## config.mk

```make
export PLATFORM = sky130hd
export DESIGN_NAME = inst_fetch
export DESIGN_NICKNAME = d
export VERILOG_FILES = /design/src/rtl/inst_fetch.sv
export SDC_FILE = /design/constraint.sdc
export NUM_CORES = 1
export LEC_CHECK = 0
export ABC_AREA = 1
export CORE_MARGIN = 2
export CORE_UTILIZATION = 48
export CTS_CLUSTER_SIZE = 24
export DETAILED_ROUTE_END_ITERATION = 10
export PLACE_DENSITY = 0.8
export SLEW_MARGIN = 20
export SYNTH_ARGS = -nofsm -noshare
export SYNTH_HDL_FRONTEND = slang
export SYNTH_SLANG_ARGS = --single-unit
```

## constraint.sdc

```tcl
create_clock -name clk -period 1.5 [get_ports clk]
set_input_delay 0.3 -clock clk [delete_from_list [all_inputs] [get_ports clk]]
set_output_delay 0.3 -clock clk [all_outputs]
set_load 0.05 [all_outputs]
```

## src/rtl/inst_fetch.sv

```systemverilog
// Instruction fetch stage: owns the fetch PC, issues one outstanding
// imem request at a time over req/gnt/rvalid, and hands each fetched
// instruction to IF/ID through a one-entry valid/ready output register.
//
// state | meaning
// IDLE  | no request outstanding; issues when allowed
// REQ   | imem_req_o high, address held until gnt
// WAIT  | request granted, waiting for rvalid
module inst_fetch #(
  parameter int                     InstAddrBus = 32,
  parameter int                     InstBus     = 32,
  parameter logic [InstAddrBus-1:0] ResetPc     = '0
) (
  input  logic                   clk,
  input  logic                   rst,
  input  logic                   stall_i,
  input  logic                   branch_flag_i,
  input  logic [InstAddrBus-1:0] branch_target_i,
  output logic                   imem_req_o,
  output logic [InstAddrBus-1:0] imem_addr_o,
  input  logic                   imem_gnt_i,
  input  logic                   imem_rvalid_i,
  input  logic [InstBus-1:0]     imem_rdata_i,
  output logic                   if_valid_o,
  output logic [InstAddrBus-1:0] if_pc_o,
  output logic [InstBus-1:0]     if_inst_o,
  input  logic                   if_ready_i
);

  typedef enum logic [1:0] {
    S_IDLE = 2'd0,
    S_REQ  = 2'd1,
    S_WAIT = 2'd2
  } state_t;

  state_t                   r_state;
  state_t                   w_state_nxt;
  logic [InstAddrBus-1:0]   r_fetch_pc;
  logic [InstAddrBus-1:0]   r_req_addr;
  logic                     r_kill;
  logic                     r_if_valid;
  logic [InstAddrBus-1:0]   r_if_pc;
  logic [InstBus-1:0]       r_if_inst;

  logic                     w_issue;
  logic                     w_resp;
  logic                     w_write;
  logic                     w_kill_set;

  // A new fetch may start only when nothing blocks it and the output
  // register has room (empty, or being drained this cycle).
  assign w_issue    = !stall_i && !branch_flag_i && (!r_if_valid || if_ready_i);
  assign w_resp     = (r_state == S_WAIT) && imem_rvalid_i;
  // A response is stale if a redirect arrived earlier (kill) or arrives now.
  assign w_write    = w_resp && !r_kill && !branch_flag_i;
  // A redirect while a fetch is still in flight marks that fetch for discard;
  // a redirect coinciding with rvalid discards directly, no kill needed.
  assign w_kill_set = branch_flag_i &&
                      ((r_state == S_REQ) || ((r_state == S_WAIT) && !imem_rvalid_i));

  assign imem_req_o  = (r_state == S_REQ);
  assign imem_addr_o = r_req_addr;
  assign if_valid_o  = r_if_valid;
  assign if_pc_o     = r_if_pc;
  assign if_inst_o   = r_if_inst;

  // State register.
  always_ff @(posedge clk or negedge rst) begin
    if (!rst) r_state <= S_IDLE;
    else      r_state <= w_state_nxt;
  end

  // Next-state logic; REQ holds regardless of stall or redirect until gnt.
  always_comb begin
    w_state_nxt = r_state;
    case (r_state)
      S_IDLE:  if (w_issue) w_state_nxt = S_REQ;
      S_REQ:   if (imem_gnt_i) w_state_nxt = S_WAIT;
      S_WAIT:  if (imem_rvalid_i) w_state_nxt = S_IDLE;
      default: w_state_nxt = S_IDLE;
    endcase
  end

  // Fetch PC, latched request address and the stale-response kill flag.
  always_ff @(posedge clk or negedge rst) begin
    if (!rst) begin
      r_fetch_pc <= ResetPc;
      r_req_addr <= '0;
      r_kill     <= 1'b0;
    end else begin
      if (r_state == S_IDLE && w_issue)
        r_req_addr <= r_fetch_pc;

      if (branch_flag_i)
        r_fetch_pc <= branch_target_i;
      else if (w_write)
        r_fetch_pc <= r_req_addr + InstAddrBus'(4);

      if (w_kill_set)
        r_kill <= 1'b1;
      else if (w_resp)
        r_kill <= 1'b0;
    end
  end

  // Output register: load on a live response, flush on redirect, drain on ready.
  always_ff @(posedge clk or negedge rst) begin
    if (!rst) begin
      r_if_valid <= 1'b0;
      r_if_pc    <= '0;
      r_if_inst  <= '0;
    end else begin
      if (w_write) begin
        r_if_valid <= 1'b1;
        r_if_pc    <= r_req_addr;
        r_if_inst  <= imem_rdata_i;
      end else if (branch_flag_i) begin
        r_if_valid <= 1'b0;
      end else if (r_if_valid && if_ready_i) begin
        r_if_valid <= 1'b0;
      end
    end
  end

endmodule
```

Yosys cells after proc, flatten, opt, wreduce, memory -nomap -nowiden --
Index checks and enable logic that the tools add are counted.
Cells by class: mux-type cells 11, reduce and logical (&&, ||, !) cells 21, equality and inequality tests 5, add/subtract/negate cells 1
Operator list (number):
- $mux W32 | 2
- $add A32 B3 Y32 const B | 1
- $logic_and A1 B1 Y1 | 9
- $mux W2 | 3
- $pmux W2 S3 | 1
- $logic_not A1 Y1 | 5
- $mux W1 | 5
- $ne A2 B2 Y1 const B | 2
- $reduce_bool A2 Y1 | 2
- $reduce_and A3 Y1 | 1
- $reduce_bool A3 Y1 | 1
- $eq A2 B1 Y1 const B | 1
- $eq A2 B2 Y1 const B | 1
- $logic_not A2 Y1 | 1
- $logic_or A1 B1 Y1 | 2
- $ne A2 B1 Y1 const B | 1
Word-level totals: output and inout bits 98, logic and storage cells 45, bits of input ports 71, register bits after elaboration 132

Logic depth before layout (Yosys ltp) --
depth in word-level cells 6, gate-level depth with buffers 10, depth with buffers taken out 10

Least setup slack after synthesis --
OpenSTA, ideal clock, no wires.
path type register to register, from reg r_req_addr[3] (netlist: imem_addr_o[3]), to reg r_fetch_pc[28], arrival time 1674 ps, path buffers 0, library setup time 116 ps, data required time 1384 ps, stages on the path, launching flop included 11, slack -290 ps, period minus slack after synthesis 1790 ps, cells stage by stage dfrtp_1 ha_1 nand2_2 nor2_4 nand2_2 nor2_1 nand2_1 nand2_1 nand3_1 nand2_1 nand2_1
On the way: word-level cells in the longest chain between the ends 3
RTL lines:
- from (decl) | line 39 | logic [InstAddrBus-1:0] r_req_addr;
- from (signal assigned) | line 92 | r_req_addr <= r_fetch_pc;
- $add A32 B3 Y32 | line 97 | r_fetch_pc <= r_req_addr + InstAddrBus'(4);
- $mux W32 | line 96 | else if (w_write)
- $mux W32 | line 94 | if (branch_flag_i)
- to (signal assigned) | line 87 | r_fetch_pc <= ResetPc;
- to (signal assigned) | line 95 | r_fetch_pc <= branch_target_i;
- to (signal assigned) | line 97
- to (decl) | line 38 | logic [InstAddrBus-1:0] r_fetch_pc;
Every way passes these cells. The select of a mux whose other input is x is not followed. A chain may end at the register's enable or synchronous reset.

Worst setup path in the final report --
from reg r_req_addr[2] (netlist: imem_addr_o[2]), to reg r_fetch_pc[18]
Same word-level chain as after synthesis.

==> flow_summary.json <==
{
  "fin_setup_tns_ps": -717,
  "antenna_found_initial": 0,
  "ys_seq_elements": 132,
  "cts_buffers": 17,
  "holdPathStages": 3,
  "wl_met2_um": 10200,
  "finalWorstSetupSlack_ps": -103,
  "setup_viol": 19,
  "netlist_top_cells_count": "nand2_1 (278), dfrtp_1 (132), nor2_1 (83), inv_1 (56), o21ai_0 (48)",
  "num_io_pins": 169,
  "startpoint_type": "register",
  "area_growth_syn_to_layout_pct": 70.2,
  "synth-main-ff-cell": "dfrtp_1",
  "port_buffers": 168,
  "fin_nets": 1050,
  "vias_per_cell": 5.53,
  "route.met3.wl_um": 1870,
  "clk_latency_ps": 440,
  "timing.final.max_slew_violations": 0,
  "worstPathRequired_ps": 1870,
  "synth.distinct_cells": 30,
  "vias": 6412,
  "max-cap-violations": 0,
  "hold_viol": 0,
  "htree_levels": 4,
  "drive_gt1_frac": 0.276,
  "grt_overflow_total": 0,
  "cts.sinks": 132,
  "diodes": 0,
  "seq_area_frac_synth": 0.550,
  "ant_nets": 0,
  "path_cells": "ha_4 -> nand2_4 -> nor2_4 -> nand2_4 -> o21ai_1 -> nand3_1 -> nand3_1",
  "synth-edff-count": 0,
  "top_layer": "met4",
  "violations": "setup timing",
  "core_um2": 12100,
  "grt_pass1_wl_um": 30600,
  "p_leak_nw": 4.92,
  "pwr-share-comb": 0.559,
  "die_w_um": 116,
  "yosys_warnings": 0,
  "drtIter0Drc": 894,
  "timing.fmax_ghz": 0.624,
  "synth_top_area_frac": 0.550,
  "worstSetupStartpoint": "imem_addr_o[2]$_DFFE_PN0P_",
  "dp_slack_ps": -365,
  "grt_pass1_vias": 6182,
  "p_clk_frac": 0.165,
  "min_period_ps": 1600,
  "clkSlewWorstSetupHoldPaths_ps": 60,
  "p_seq_frac": 0.276,
  "wirelength_um": 21200,
  "synth.area.top_cells": "dfrtp_1 (55%), nand2_1 (17%), nor2_1 (5.2%), o21ai_0 (4.0%), inv_1 (3.5%)",
  "r2r-start": "imem_addr_o[2]$_DFFE_PN0P_",
  "utilization": 0.844,
  "post-route-period-util": 1.07,
  "p_sw_frac": 0.438,
  "switchingPower_mw": 10.4,
  "postSynthCellCount": 750,
  "cp_top_family": "simple AND/OR/NAND/NOR gates",
  "first_pass_iters": 5,
  "wl_per_cell_um": 18.3,
  "min_from": "imem_rdata_i[27]",
  "synth_area_um2": 6010,
  "syn-num-nets": 822,
  "avgSynthCellArea_um2": 8.01,
  "die_h_um": 116,
  "yosys.cell_count.top_type": "nand2_1",
  "cts_tree": "yes",
  "ir_worst_vdd_uv": 1380,
  "r2r_cells": 7,
  "cts-root-buf": "clkbuf_16",
  "r2r_slack_ps": -100,
  "rsz0062_at_grt": "yes",
  "gp_routability_congestion": 0.970,
  "status": "finished, violations left",
  "cp_slowest_stage_delay_ps": 420,
  "fin_skew_ps": 8.35,
  "rows": 40,
  "synth_top_area_cell": "dfrtp_1",
  "cp_max_fo": 5,
  "ctsLongestPathBuffers": 2,
  "cp-end-kind": "register",
  "ys_async_sr_fraction": 1.00,
  "min_to": "if_inst_o[27]$_DFFE_PN0P_",
  "critPathBufInv": 0,
  "nFillCells": 599,
  "r2r-end": "r_fetch_pc[18]$_DFFE_PN0P_",
  "worst_slew_margin_rel": 0.717,
  "wl_met1_um": 8040,
  "worstMarginPinSlew_ps": 425,
  "cp_slowest_cell": "dfrtp_2",
  "internal_power_mw": 13.4,
  "critPathKind": "register to register",
  "hp-class": "input port to register",
  "drc": 0,
  "powerDensity_nw_per_um2": 2320,
  "grt_usage": 0.301,
  "worst_ep_arrival_time_ps": 1970,
  "hpwlAfterDp_um": 13400,
  "dieArea_um2": 13400,
  "start_util": 0.496,
  "grt_max_degree": 64
}
## metal layers
layer	up-vias	track usage
met2	423	0.493
met4	0	0.149
met5	-	0
met3	101	0.0748
met1	3061	0.375
li1	2827	-
## worst min-delay path: stages
cell             delay (ps)
clkdlybuf4s50_1         390
nand2_1                  60
nand2_1                  40
## kinds of logic after synthesis
family / synth area share
buffers and inverters: 0.0646
flip-flops: 0.550
XOR/XNOR: 0.00146
adder cells (fa/ha/maj): 0.00208
multiplexers: 0.00375
AND/OR/NAND/NOR: 0.296
AO/OA/AOI/OAI: 0.0817
## layout make-up
cell class,count,area (um^2),share of cell area
inverter,60,233,0.0228
tap,168,210,0.0206
clock buffer,29,541,0.0529
clock inverter,3,15.0,0.00147
multi-input combinational,527,2480,0.243
timing repair buffer,240,3410,0.334
sequential,132,3330,0.326
## per-stage QoR
| stage | power, mW | std cells | hold slack (ps) | area, um^2 |
|---|---|---|---|---|
| 2_1_floorplan | 12.0 | 750 | 4.41 | 6060 |
| 3_3_place_gp | 18.9 | 1112 | 279 | 9340 |
| 3_5_place_dp | 19.2 | 1112 | 278 | 9340 |
| 4_1_cts | 23.3 | 1150 | 394 | 9990 |
| 5_1_grt | 24.7 | 1159 | 423 | 10200 |
| 6_report | 23.8 | 1159 | 399 | 10200 |
## sequential cells by signal (all words and copies together) (netlist names)
signal and flops:
if_valid_o 1, if_pc_o 32, r_state 2, r_fetch_pc 32
imem_addr_o 32, r_kill 1, if_inst_o 32
## worst max path at each step
stage,end,cells after the start,slack (ps)
detailed placement,r_fetch_pc[5]$_DFFE_PN0P_,6,-370
CTS,imem_req_o,3,-30
global placement,r_fetch_pc[5]$_DFFE_PN0P_,8,-270
finish,r_fetch_pc[18]$_DFFE_PN0P_,7,-100
floorplan,r_fetch_pc[28]$_DFFE_PN0P_,10,-50
global route,imem_addr_o[17]$_DFFE_PN0P_,7,-210
## what timing repair did
action / 4_1_cts / 5_1_grt
cloned: 0 / 2
hold buffers: 1 / 0
pin swaps: 5 / 9
setup endpoints to repair: 7 / 32
hold endpoints to repair: 132 / 0
buffers inserted: 5 / 7
gates resized for setup: 13 / 42
## layout by cell type (no fill, tap or decap), types with 19 or more instances in the layout
cell             instances
nand2_1                271
nor2_1                  71
nand3_1                 38
dfrtp_1                109
buf_4                   50
inv_1                   55
o21ai_0                 43
dfrtp_2                 23
a21oi_1                 23
clkdlybuf4s50_1         69
buf_12                 109
clkbuf_16               19
## power groups by stage
| stage | clock (mW) | sequential [mW] | combinational, mW |
|---|---|---|---|
| finish | 3.92 | 6.55 | 13.3 |
| global route | 4.10 | 6.67 | 13.9 |
| CTS | 3.92 | 6.46 | 12.9 |
| detailed placement | 0 | 6.48 | 12.7 |
| global placement | 0 | 6.42 | 12.5 |
| floorplan | 0 | 9.82 | 2.17 |
(Power assumes the default switching activity.)
